`config.mk`:
```
export PLATFORM = sky130hd
export DESIGN_NAME = imem_uart_loader
export DESIGN_NICKNAME = d
export VERILOG_FILES = /design/src/rtl/imem_uart_loader.sv
export SDC_FILE = /design/constraint.sdc
export NUM_CORES = 1
export LEC_CHECK = 0
export CORE_ASPECT_RATIO = 0.75
export CORE_MARGIN = 8
export CORE_UTILIZATION = 34
export CTS_CLUSTER_SIZE = 14
export DETAILED_ROUTE_END_ITERATION = 10
export DONT_BUFFER_PORTS = 1
export PLACE_DENSITY = 0.5
export SLEW_MARGIN = 20
export SYNTH_ARGS = -nofsm -noshare
export SYNTH_HDL_FRONTEND = slang
export SYNTH_SLANG_ARGS = --single-unit
```
`constraint.sdc`:
```
create_clock -name clk -period 2.3 [get_ports clk]
set_clock_uncertainty 0.2 [all_clocks]
set_input_delay 0.46 -clock clk [delete_from_list [all_inputs] [get_ports clk]]
set_output_delay 0.46 -clock clk [all_outputs]
set_load 0.02 [all_outputs]
```
`src/rtl/imem_uart_loader.sv`:
```
// Streams a little-endian word count and instruction words from a UART byte stream into instruction RAM.
// Define LOADER_CHECKSUM_EN to append and verify a modulo-256 checksum byte after the data phase.
module imem_uart_loader #(
    parameter int IMEM_ADDR_WIDTH = 16
) (
    input  logic                       clk,
    input  logic                       reset,
    input  logic                       load_imem,
    input  logic                       rx_valid,
    input  logic [7:0]                 rx_data,
    output logic                       imem_wen,
    output logic [IMEM_ADDR_WIDTH-3:0] imem_waddr,
    output logic [31:0]                imem_wdata,
    output logic                       cpu_hold,
    output logic                       load_busy,
    output logic                       load_done,
    output logic                       load_error
);

    localparam int WORD_AW = IMEM_ADDR_WIDTH - 2;
    // One extra bit so the index can hold the full depth as a terminal count.
    localparam int IDX_W = WORD_AW + 1;
    localparam logic [31:0] MAX_WORDS = 32'(1) << WORD_AW;

    typedef enum logic [2:0] {
        S_IDLE  = 3'd0,
        S_LEN   = 3'd1,
        S_DATA  = 3'd2,
        S_CHECK = 3'd3,
        S_DONE  = 3'd4
    } state_t;

`ifdef LOADER_CHECKSUM_EN
    localparam state_t S_POST = S_CHECK;
`else
    localparam state_t S_POST = S_DONE;
`endif

    state_t               state_q;
    state_t               state_d;
    logic [1:0]           byte_cnt_q;
    logic [23:0]          asm_q;
    logic [IDX_W-1:0]     len_q;
    logic [IDX_W-1:0]     idx_q;
    logic                 err_q;
    logic                 wen_q;
    logic [WORD_AW-1:0]   waddr_q;
    logic [31:0]          wdata_q;
`ifdef LOADER_CHECKSUM_EN
    logic [7:0]           sum_q;
`endif

    logic [31:0]          word_full;
    logic [IDX_W-1:0]     idx_inc;
    logic                 lane3;
    logic                 last_word;
    logic                 len_zero;
    logic                 len_over;

    always_comb begin
        word_full = {rx_data, asm_q};
        idx_inc   = idx_q + IDX_W'(1);
        lane3     = (byte_cnt_q == 2'd3);
        last_word = (idx_inc == len_q);
        len_zero  = (word_full == 32'd0);
        len_over  = (word_full > MAX_WORDS);
    end

    always_ff @(posedge clk) begin
        if (reset) begin
            state_q <= S_IDLE;
        end else begin
            state_q <= state_d;
        end
    end

    always_comb begin
        state_d = state_q;
        case (state_q)
            S_IDLE: begin
                if (load_imem) begin
                    state_d = S_LEN;
                end
            end
            S_LEN: begin
                if (rx_valid && lane3) begin
                    if (len_zero) begin
                        state_d = S_POST;
                    end else if (len_over) begin
                        state_d = S_DONE;
                    end else begin
                        state_d = S_DATA;
                    end
                end
            end
            S_DATA: begin
                if (rx_valid && lane3 && last_word) begin
                    state_d = S_POST;
                end
            end
`ifdef LOADER_CHECKSUM_EN
            S_CHECK: begin
                if (rx_valid) begin
                    state_d = S_DONE;
                end
            end
`endif
            S_DONE: begin
                if (!load_imem) begin
                    state_d = S_IDLE;
                end
            end
            default: state_d = S_IDLE;
        endcase
    end

    // Datapath: byte assembly, counters and the registered write port.
    always_ff @(posedge clk) begin
        if (reset) begin
            byte_cnt_q <= 2'd0;
            asm_q      <= 24'd0;
            len_q      <= '0;
            idx_q      <= '0;
            err_q      <= 1'b0;
            wen_q      <= 1'b0;
            waddr_q    <= '0;
            wdata_q    <= 32'd0;
`ifdef LOADER_CHECKSUM_EN
            sum_q      <= 8'd0;
`endif
        end else begin
            wen_q <= 1'b0;
            case (state_q)
                S_IDLE: begin
                    if (load_imem) begin
                        byte_cnt_q <= 2'd0;
                        idx_q      <= '0;
                        err_q      <= 1'b0;
`ifdef LOADER_CHECKSUM_EN
                        sum_q      <= 8'd0;
`endif
                    end
                end
                S_LEN, S_DATA: begin
                    if (rx_valid) begin
                        byte_cnt_q <= byte_cnt_q + 2'd1;
                        case (byte_cnt_q)
                            2'd0:    asm_q[7:0]   <= rx_data;
                            2'd1:    asm_q[15:8]  <= rx_data;
                            2'd2:    asm_q[23:16] <= rx_data;
                            default: ;
                        endcase
                        if (state_q == S_LEN) begin
                            if (lane3) begin
                                len_q <= word_full[IDX_W-1:0];
                                err_q <= len_over;
                            end
                        end else begin
`ifdef LOADER_CHECKSUM_EN
                            sum_q <= sum_q + rx_data;
`endif
                            if (lane3) begin
                                wen_q   <= 1'b1;
                                waddr_q <= idx_q[WORD_AW-1:0];
                                wdata_q <= word_full;
                                idx_q   <= idx_inc;
                            end
                        end
                    end
                end
`ifdef LOADER_CHECKSUM_EN
                S_CHECK: begin
                    if (rx_valid) begin
                        err_q <= (rx_data != sum_q);
                    end
                end
`endif
                default: ;
            endcase
        end
    end

    always_comb begin
        cpu_hold   = 1'b0;
        load_busy  = 1'b0;
        load_done  = 1'b0;
        load_error = 1'b0;
        case (state_q)
            S_LEN, S_DATA, S_CHECK: begin
                cpu_hold  = 1'b1;
                load_busy = 1'b1;
            end
            S_DONE: begin
                load_done  = !err_q;
                load_error = err_q;
            end
            default: ;
        endcase
    end

    assign imem_wen   = wen_q;
    assign imem_waddr = waddr_q;
    assign imem_wdata = wdata_q;

endmodule

```
Word level (Yosys, flattened, before mapping) --
Cells that the tools add are included. Widths: inputs -> output; s select.
Word-level totals: bits in registers 107, input port bits 12, output and inout port bits 51
Operators by class: $add $sub $neg 2, order comparisons 1, equal/unequal tests 16, multiplexer cells 24, bitwise gates (word level) 3, reductions and logical operators 19
Operators with widths (number):
- $mux 15 | 4
- $gt 32x15->1 const B | 1
- $logic_not 32->1 | 1
- $pmux 15 s2 | 1
- $mux 3 | 6
- $ne 2x2->1 const B | 8
- $add 15x1->15 const B | 1
- $eq 15x15->1 | 1
- $pmux 3 s4 | 1
- $reduce_and 3->1 | 4
- $reduce_and 4->1 | 3
- $reduce_and 5->1 | 2
- $mux 1 | 8
- $eq 3x2->1 const B | 2
- $eq 2x2->1 const B | 2
- $mux 2 | 2
- $pmux 2 s2 | 1
- $reduce_or 4->1 | 1
- $eq 3x1->1 const B | 1
- $eq 3x3->1 const B | 1
- $logic_not 3->1 | 1
- $not 1->1 | 3
- $reduce_or 3->1 | 1
- $add 2x1->2 const B | 1
- other kinds (7) | 8

Logic depth before layout (Yosys ltp) --
Gate-level depths: netlist of the first run.
depth in word-level cells 5, gate-level depth with buffers 8, gate-level depth less buffers 7

Worst setup path after synthesis of the first run --
OpenSTA, ideal clock, no wires.
path kind flip-flop to flip-flop, start register idx_q[1], end register state_q[1], setup time 0.131 ns, arrival 1.728 ns, slack 0.241 ns, stages on the path, launching flop included 9, buffers on the path 1, cell sequence dfxtp_1 ha_1 buf_2 nand3_1 nor3_1 o22ai_1 nor4b_1 o2111a_1 a31oi_1
On the way: word-level cells in the longest chain between the ends 5
Ends and longest elaborated chain:
- start: declaration | line 44 | logic [IDX_W-1:0] idx_q;
- start signal: assignment | line 166 | idx_q <= idx_inc;
- $add 15x1->15 | line 62 | idx_inc = idx_q + IDX_W'(1);
- $eq 15x15->1 | line 64 | last_word = (idx_inc == len_q);
- $logic_and 1x1->1 | line 97 | if (rx_valid && lane3 && last_word) begin
- $ne 2x2->1 (no line)
- $reduce_and 4->1 (no line)
- end signal: assignment | line 73 | state_q <= state_d;
- end: declaration | line 39 | state_t state_q;
Every way passes these cells. A chain may end at the register's enable or synchronous reset.

Final worst setup path of the first run --
start register idx_q[0], end register state_q[2]
The elaborated chain is that of the path after synthesis.

==> impl_metrics.tcl, run 1 <==
set metrics [dict create \
    status "complete, no violations" \
    post-dp-hpwl_um 9620 \
    utilization 0.395 \
    rsz0062_at_grt "false" \
    synth_flop_cell "dfxtp_1" \
    clk_pin_slew_worst_paths_ns 0.07 \
    slew_viol_final 0 \
    syn-mean-instance-area_um2 7.66 \
    synth_compound_area_frac 0.174 \
    yosys.area_share.adder 0.0132 \
    cts_max_level 3 \
    die-area_um2 18000 \
    grt_pass1_wl_um 22000 \
    yosysMostFrequentCell "nand2_1" \
    power.total_uw 3720 \
    antenna_found_initial 0 \
    cts_tree "yes" \
    die_x_um 152 \
    cts_sinks 107 \
    worstMarginPinSlew_ns 0.507 \
    setup_viol 0 \
    leakage_uw 0.00180 \
    vias 4168 \
    synth-edff-count 0 \
    irDropWorstVdd_mv 0.370 \
    synth_common_cells "159 x nand2_1, 107 x dfxtp_1, 101 x a21oi_1" \
    synth.area.mux_share 0.00423 \
    synth_top_cell_area_share 0.453 \
    power.density_nw_per_um2 690 \
    fp.dieH_um 118 \
    ant_nets 0 \
    antenna_cells 0 \
    first_global_vias 3883 \
    synth_top_family_by_area "simple AND/OR/NAND/NOR gates" \
    hold_violations 0 \
    setup.worst_path.class "reg -> reg" \
    synth-xor-area-share 0.0333 \
    yosysTopAreaCell "dfxtp_1" \
    drive_gt1_frac 0.102 \
    min_period_ns 2.17 \
    drc 0 \
    drt_iter0_drc 244 \
    synth-seq-area-share 0.453 \
    root_buffer "clkbuf_16" \
    max_cap_viol_count 0 \
    grt_overflow 0 \
    period_share 0.944 \
    r2r_slack_ns 0.13 \
    ys_seq_elements 107 \
    worstSetupStartpointType "register" \
    fin_area_um2 5390 \
    synthDistinctLibCells 51 \
    synth-simple-area-share 0.275 \
    nNetsFinal 628 \
    place_area_um2 4980 \
    dr.pass1.iters 4 \
    cp.required_ns 2.33 \
    grt.total_usage 0.151 \
    core-area_um2 13700 \
    via_per_inst 5.27 \
    boundaryPins 63 \
    nFillCells 1441 \
    worst_ep_arrival_time_ns 2.21 \
    clock_path_buffers 2 \
    totalWireLength_um 13700 \
    gp_congestion 0.828 \
    synth_area_leaders "dfxtp_1 45%, nand2_1 13%, a21oi_1 11%, nand3_1 3.5%, nor2_1 2.5%" \
    syn_nets 634 \
    ys_warn_count 0 \
    portBuffers 0 \
    max_freq_mhz 460 \
    tns_ns 0 \
    num_rows 37 \
    synthCells 617 \
    max_slew_margin 0.662 \
    syn-cell-area_um2 4730 \
    crit_fanout 8 \
    wire_per_inst_um 17.3 \
    clock_latency_ns 0.34 \
    hold_path_class "in -> reg" \
    area_growth_pct 14.1 \
    grt_max_degree 61 \
    end_kind "register" \
    async_flop_share 0 \
    cts_buffers 9 \
    start_util 0.346 \
]
-- what timing repair did --
| action | 4_1_cts | 5_1_grt |
|---|---|---|
| setup endpoints to repair | 0 | 28 |
| gates resized for setup | 0 | 8 |
| setup buffers | 0 | 0 |
| hold endpoints to repair | 60 | 0 |
| hold buffers | 3 | 0 |
-- cell type report --
cell class / instances / area (um2) / area share
timing repair buffer: 31 / 293 / 0.0543
clock inverter: 3 / 68.8 / 0.0128
multi-input combinational: 457 / 2390 / 0.443
tap: 175 / 219 / 0.0406
inverter: 5 / 18.8 / 0.00348
sequential: 107 / 2140 / 0.398
clock buffer: 13 / 260 / 0.0483
-- state kept, by name, summed over array words and instances, names as in the netlist --
signal,flops
asm_q,24
err_q,1
byte_cnt_q,2
imem_waddr,14
state_q,3
imem_wen,1
idx_q,15
len_q,15
imem_wdata,32
-- final timing paths --
path / startpoint / endpoint / cells past startpoint
setup / recovery: idx_q[0]$_SDFFE_PP0P_ / state_q[2]$_SDFFE_PP0P_ / 7
hold / removal: reset / imem_wen$_SDFF_PP0_ / 1
setup reg to reg: idx_q[0]$_SDFFE_PP0P_ / state_q[2]$_SDFFE_PP0P_ / 7
hold reg to reg: asm_q[20]$_SDFFE_PP0P_ / imem_wdata[20]$_SDFFE_PP0P_ / 2
-- logic make-up (layout without fill, tap and decap cells) --
logic type,after synthesis,after routing
and+or+nand+nor,284,284
DFF,107,107
AOI/OAI and AO/OA,148,148
xor gates and xnor gates,18,18
muxes,2,2
adders and majority gates,5,5
buffers and inverters,53,52
-- metrics by stage --
step                      setup WS [ns]  cells  hold WS [ns]
final                             0.128    791        0.0225
after global routing            0.00627    791       0.00797
after CTS                        0.0382    791       0.00887
after detailed placement         0.0464    772         0.259
after global placement            0.117    772         0.253
after floorplan                   0.241    617         0.245
-- critical path, cell delays in order, from the launching register on --
cell      delay [ns]
dfxtp_1         0.34
buf_4           0.18
nand4_1         0.25
or4_4           0.53
nor2_2          0.09
nor2_1          0.04
o2111a_1        0.26
a31o_1          0.18
-- cells in the final DEF, fill, tap and decap left out, types with 3 or more instances in the layout --
cell / netlist / layout
a21oi_1: 101 / 101
buf_4: 1 / 26
nor4_1: 11 / 11
nand4_1: 6 / 6
nand2_1: 159 / 159
nor3_2: 1 / 3
ha_1: 5 / 4
xor2_1: 9 / 9
inv_1: 5 / 5
nand2b_1: 4 / 4
nor3_1: 12 / 10
xnor2_1: 9 / 9
nand3b_1: 3 / 3
nand3_1: 33 / 32
nor2_1: 31 / 31
dfxtp_1: 107 / 105
clkbuf_16: 0 / 9
a22oi_1: 3 / 3
buf_12: 0 / 3
nor2b_1: 3 / 3
a311oi_1: 4 / 4
or3_1: 5 / 4
o21ai_0: 21 / 21
-- report_power, final --
part	switching [uW]	total (uW)	leakage, uW	internal [uW]
clock network	673	1690	0.000160	1020
registers	13.4	1880	0.000864	1860
logic	99.3	150	0.000777	51.1
total	786	3720	0.00180	2930
-- per-layer routing --
layer,routed length [um],GRT usage,vias to the layer above
li1,-,-,2097
met2,5200,0.197,107
met3,1170,0.0550,4
met5,0,0,-
met4,60,0.0299,0
met1,7290,0.228,1960
No activity file was read; power rests on OpenSTA's default activity.
==> run 2, diff against run 1 <==
--- a/config.mk
+++ b/config.mk
@@ -5,6 +5,7 @@
 export SDC_FILE = /design/constraint.sdc
 export NUM_CORES = 1
 export LEC_CHECK = 0
+export ABC_AREA = 1
 export CORE_ASPECT_RATIO = 0.75
 export CORE_MARGIN = 8
 export CORE_UTILIZATION = 34
==> impl_metrics.tcl, run 2 <==
set metrics [dict create \
    max_freq_mhz 474 \
    totalWireLength_um 12500 \
    drt_iter0_drc 202 \
    setup_viol 0 \
    ff2ff_path_depth 16 \
    ys_seq_elements 107 \
    clock_path_buffers 2 \
    r2r_slack_ns 0.19 \
    synth_area_leaders "dfxtp_1 47%, a21oi_1 9.4%, o21ai_0 8.9%, nand2_1 7.9%, nor2_1 6.0%" \
    synth_top_cell_area_share 0.468 \
    core-area_um2 13100 \
    portBuffers 0 \
    worstMarginPinSlew_ns 0.416 \
    boundaryPins 63 \
    num_rows 36 \
    ys_warn_count 0 \
    die-area_um2 17500 \
    rsz0062_at_grt "true" \
    mostFrequentLayoutCells "103 x dfxtp_1, 94 x nand2_1, 86 x a21oi_1" \
    holdPathStages 2 \
    min_to "imem_wdata[25]$_SDFFE_PP0P_" \
    synth-edff-count 0 \
    power.density_nw_per_um2 854 \
    irDropWorstVdd_mv 0.606 \
    timing.hold.ws_ns 0.0589 \
    start_util 0.351 \
    die_x_um 150 \
    end_kind "register" \
    drive_gt1_frac 0.0998 \
    power.total_uw 4430 \
    hold_violations 0 \
    grt_pass1_wl_um 20400 \
    period_share 0.917 \
    async_flop_share 0 \
    max_cap_viol_count 0 \
    status "complete, no violations" \
    yosysTopAreaCell "dfxtp_1" \
    crit_cells 16 \
    area_growth_pct 13.1 \
    crit_family "simple AND/OR/NAND/NOR gates" \
    antenna_cells 0 \
    synth_common_cells "107 x dfxtp_1, 96 x nand2_1, 86 x a21oi_1" \
    cts_max_level 3 \
    final_common_cell "dfxtp_1" \
    root_buffer "clkbuf_16" \
    reg2reg_from "idx_q[1]$_SDFFE_PP0P_" \
    hold_start "rx_data[1]" \
    crit_fanout 7 \
    cp.required_ns 2.34 \
    synth_flop_cell "dfxtp_1" \
    post-cts-setup-buffer-count 0 \
    slew_viol_final 0 \
    ant_nets 0 \
    setup.worst_path.class "reg -> reg" \
    yosysMostFrequentCell "dfxtp_1" \
    dr.pass1.iters 5 \
    via_per_inst 5.06 \
    critPathMaxStageDelay_ns 0.39 \
    max_slew_margin 0.723 \
    fp.dieH_um 117 \
    synthDistinctLibCells 29 \
    worst_ep_arrival_time_ns 2.15 \
    r2r_end "state_q[1]$_SDFFE_PP0P_" \
    grt_overflow 0 \
    leakage_uw 0.00197 \
    worstPathCellList "ha_4, nand2_4, nor2_4, nand2_1, nor2_2, nand3_1, nand2_1, nand2_1, nand2_1, nand2_1, nor2_1, nand2_1, nand2_2, nand3_1, nand2_1, nor2_1" \
    min_period_ns 2.11 \
    cts_tree "yes" \
    first_global_vias 3852 \
    path_common_cell "nand2_1" \
    cts_buffers 9 \
    grt.total_usage 0.147 \
    synthCells 628 \
    cts_sinks 107 \
    clock_latency_ns 0.34 \
    gp_congestion 0.814 \
    syn-cell-area_um2 4580 \
    grt_max_degree 50 \
    wire_per_inst_um 15.6 \
    hold_path_class "in -> reg" \
    drc 0 \
    crit_slowest_cell "dfxtp_2" \
    largest_reg_flops 32 \
    antenna_found_initial 0 \
    post-dp-hpwl_um 9070 \
    worst-path-buf-inv 0 \
    clk_pin_slew_worst_paths_ns 0.07 \
    synth-seq-area-share 0.468 \
    syn-mean-instance-area_um2 7.29 \
    syn_nets 645 \
    worstSetupStartpointType "register" \
    vias 4059 \
    nNetsFinal 643 \
]
run 2: cell type report:
class | count | area, um2
Fill cell | 1382 | 7880
Timing Repair Buffer | 18 | 148
Multi-Input combinational cell | 429 | 2130
Tap cell | 171 | 214
Clock buffer | 10 | 239
Inverter | 61 | 229
Clock inverter | 6 | 72.6
Sequential cell | 107 | 2150
run 2: stage by stage:
stage / TNS, ns / cell area (um2) / worst slack (ns) / instances / util
after floorplan: 0 / 4580 / 0.297 / 628 / -
after global placement: 0 / 4800 / 0.113 / 785 / 0.367
after detailed placement: 0 / 4800 / 0.0360 / 785 / 0.367
after CTS: 0 / 5130 / 0.0152 / 802 / 0.393
after global routing: -0.0273 / 5180 / -0.0273 / 802 / 0.396
final: 0 / 5180 / 0.191 / 802 / 0.396
run 2: worst max-delay path by stage:
stage / slack, ns / to / start
global route: -0.03 / state_q[1]$_SDFFE_PP0P_ / idx_q[0]$_SDFFE_PP0P_
CTS: 0.02 / state_q[1]$_SDFFE_PP0P_ / idx_q[1]$_SDFFE_PP0P_
floorplan: 0.30 / state_q[1]$_SDFFE_PP0P_ / idx_q[0]$_SDFFE_PP0P_
global placement: 0.11 / asm_q[23]$_SDFFE_PP0P_ / state_q[1]$_SDFFE_PP0P_
detailed placement: 0.04 / state_q[1]$_SDFFE_PP0P_ / idx_q[1]$_SDFFE_PP0P_
finish: 0.19 / state_q[1]$_SDFFE_PP0P_ / idx_q[1]$_SDFFE_PP0P_
run 2: power breakdown:
group,switching [uW],total (uW),leakage [uW],internal (uW)
sequential,66.1,2010,0.000865,1950
combinational,557,810,0.000959,253
clock,717,1600,0.000150,886
total,1340,4430,0.00197,3090
run 2: metal layers:
layer	vias to the layer above	global-route usage	share of wire
li1	2071	-	-
met1	1880	0.206	0.50
met2	98	0.220	0.42
met3	10	0.0403	0.072
met4	0	0.0339	0.0065
met5	-	0	0
run 2: timing repair:
action	in CTS	in global routing
hold buffers	1	0
resized for setup	0	16
endpoints found under the setup margin	0	18
endpoints found under the hold margin	27	0
run 2: cells by family (layout without fill, tap and decap cells):
| kind of cell | Yosys count | after routing | share of synthesized area |
|---|---|---|---|
| AO/OA/AOI/OAI | 174 | 174 | 0.194 |
| XOR/XNOR | 5 | 5 | 0.0126 |
| adder cells (fa/ha/maj) | 5 | 5 | 0.0137 |
| buffers and inverters | 92 | 95 | 0.0792 |
| flip-flops | 107 | 107 | 0.468 |
| AND/OR/NAND/NOR | 245 | 245 | 0.233 |
==> run 3, diff against run 2 <==
--- a/config.mk
+++ b/config.mk
@@ -12,7 +12,7 @@
 export CTS_CLUSTER_SIZE = 14
 export DETAILED_ROUTE_END_ITERATION = 10
 export DONT_BUFFER_PORTS = 1
-export PLACE_DENSITY = 0.5
+export PLACE_DENSITY = 0.52
 export SLEW_MARGIN = 20
 export SYNTH_ARGS = -nofsm -noshare
 export SYNTH_HDL_FRONTEND = slang
==> impl_metrics.tcl, run 3 (synthesis results as in run 2) <==
set metrics [dict create \
    status "complete, no violations" \
    root_buffer "clkbuf_16" \
    cts_sinks 107 \
    swShare 0.294 \
    worst_ep_arrival_time_ns 2.19 \
    nNetsFinal 646 \
    nFillCells 1393 \
    cp.required_ns 2.34 \
    fin_area_um2 5260 \
    gp_congestion 0.845 \
    switchingPower_uw 1340 \
    holdPathStages 2 \
    worstPathCellList "inv_1, nor3_4, inv_2, nand2_1, nand2_2, inv_2, o21ai_2, a22oi_1, nor2_1, dlygate4sd3_1" \
    dr.pass1.iters 5 \
    comb_power_share 0.193 \
    cts_buffers 9 \
    die_x_um 150 \
    ant_nets 0 \
    wire_per_inst_um 15.8 \
    power.total_uw 4540 \
    drc 0 \
    cts_tree "yes" \
    largest_reg_flops 32 \
    final_common_cell "dfxtp_1" \
    fp.dieH_um 117 \
    crit_cells 10 \
    period_share 0.936 \
    place_area_um2 4810 \
    stdcell_count 805 \
    path_common_cell "inv_2" \
    multi_input_area_um2 2140 \
    leakage_uw 0.00201 \
    place_ws_ns 0.00206 \
    regArea_um2 2160 \
    setup_viol 0 \
    area_growth_pct 14.9 \
    fin_ws_ns 0.147 \
    pwr-share-seq 0.442 \
    place_inst 783 \
    slew_viol_final 0 \
    worstMarginPinSlew_ns 0.512 \
    post-dp-hpwl_um 9030 \
    core-area_um2 13100 \
    drive_gt1_frac 0.104 \
    boundaryPins 63 \
    grt_pass1_wl_um 20300 \
    clock_latency_ns 0.35 \
    portBuffers 0 \
    max_freq_mhz 464 \
    via_per_inst 5.11 \
    power.share.clock 0.365 \
    crit_slowest_cell "dlygate4sd3_1" \
    grt_max_degree 69 \
    drt_iter0_drc 324 \
    setup.worst_path.class "reg -> reg" \
    antenna_cells 0 \
    vias 4112 \
    p_int_uw 3210 \
    utilization 0.403 \
    hold_path_class "in -> reg" \
    crit_family "buffers and inverters" \
    ff2ff_path_depth 10 \
    cts_max_level 3 \
    clk_pin_slew_worst_paths_ns 0.07 \
    grt.total_usage 0.147 \
    worstSetupStartpointType "register" \
    mostFrequentLayoutCells "100 x dfxtp_1, 94 x nand2_1, 85 x a21oi_1" \
    crit_fanout 4 \
    critPathMaxStageDelay_ns 0.55 \
    max_cap_viol_count 0 \
    num_rows 36 \
    worst-path-buf-inv 4 \
    totalWireLength_um 12700 \
    power.density_nw_per_um2 863 \
    first_global_vias 3831 \
    irDropWorstVdd_mv 0.438 \
    hold_violations 0 \
    start_util 0.351 \
    min_period_ns 2.15 \
    end_kind "register" \
    antenna_found_initial 0 \
    clock_path_buffers 2 \
    die-area_um2 17500 \
    grt_overflow 0 \
    max_slew_margin 0.658 \
]
-- run 3: what timing repair did --
action / 4_1_cts / 5_1_grt
endpoints found under the setup margin: 0 / 17
gates resized for setup: 0 / 23
hold endpoints to repair: 27 / 25
setup buffers: 0 / 3
hold buffers: 2 / 1
-- run 3: power by group through the flow --
stage / Combinational, uW / Clock (uW) / Sequential (uW)
3_5_place_dp: 824 / 0 / 2050
2_1_floorplan: 590 / 0 / 2040
6_report: 877 / 1660 / 2010
3_3_place_gp: 814 / 0 / 2050
4_1_cts: 828 / 1700 / 2010
5_1_grt: 978 / 1760 / 2020
-- run 3: metrics by stage --
stage | setup TNS [ns] | hold WS (ns)
after global placement | 0 | 0.252
after CTS | 0 | -0.0347
after global routing | -0.00346 | 0.0574
after floorplan | 0 | 0.224
after detailed placement | 0 | 0.253
final | 0 | 0.0523
-- run 3: routing by layer --
| metal | global-route usage | vias up | part of all wire |
|---|---|---|---|
| met5 | 0 | - | 0 |
| met4 | 0.0359 | 0 | 0.012 |
| met3 | 0.0403 | 14 | 0.066 |
| met2 | 0.219 | 105 | 0.42 |
| met1 | 0.206 | 1914 | 0.50 |
| li1 | - | 2079 | - |
-- run 3: cell type report --
cell class,count,share of cell area
flip-flops and latches,107,0.410
multi-input cells,429,0.407
clock buffers,10,0.0435
inverters,61,0.0435
well taps,171,0.0407
repair buffers,21,0.0388
clock inverters,6,0.0166
-- run 3: worst register-to-register path: cells and delay by family, from the launching register on --
kind | cells | cell delay (ns)
AOI/OAI and AO/OA | 2 | 0.22
and+or+nand+nor | 4 | 0.48
buffers and inverters | 4 | 0.78
DFF | 1 | 0.34
-- run 3: path summary, 6_finish.rpt --
check | startpoint | to | slack (ns)
setup / recovery | state_q[0]$_SDFFE_PP0P_ | byte_cnt_q[1]$_SDFFE_PP0P_ | 0.15
hold / removal | rx_data[2] | imem_wdata[26]$_SDFFE_PP0P_ | 0.05
setup reg to reg | state_q[0]$_SDFFE_PP0P_ | byte_cnt_q[1]$_SDFFE_PP0P_ | 0.15
hold reg to reg | len_q[1]$_SDFFE_PP0P_ | len_q[1]$_SDFFE_PP0P_ | 0.26
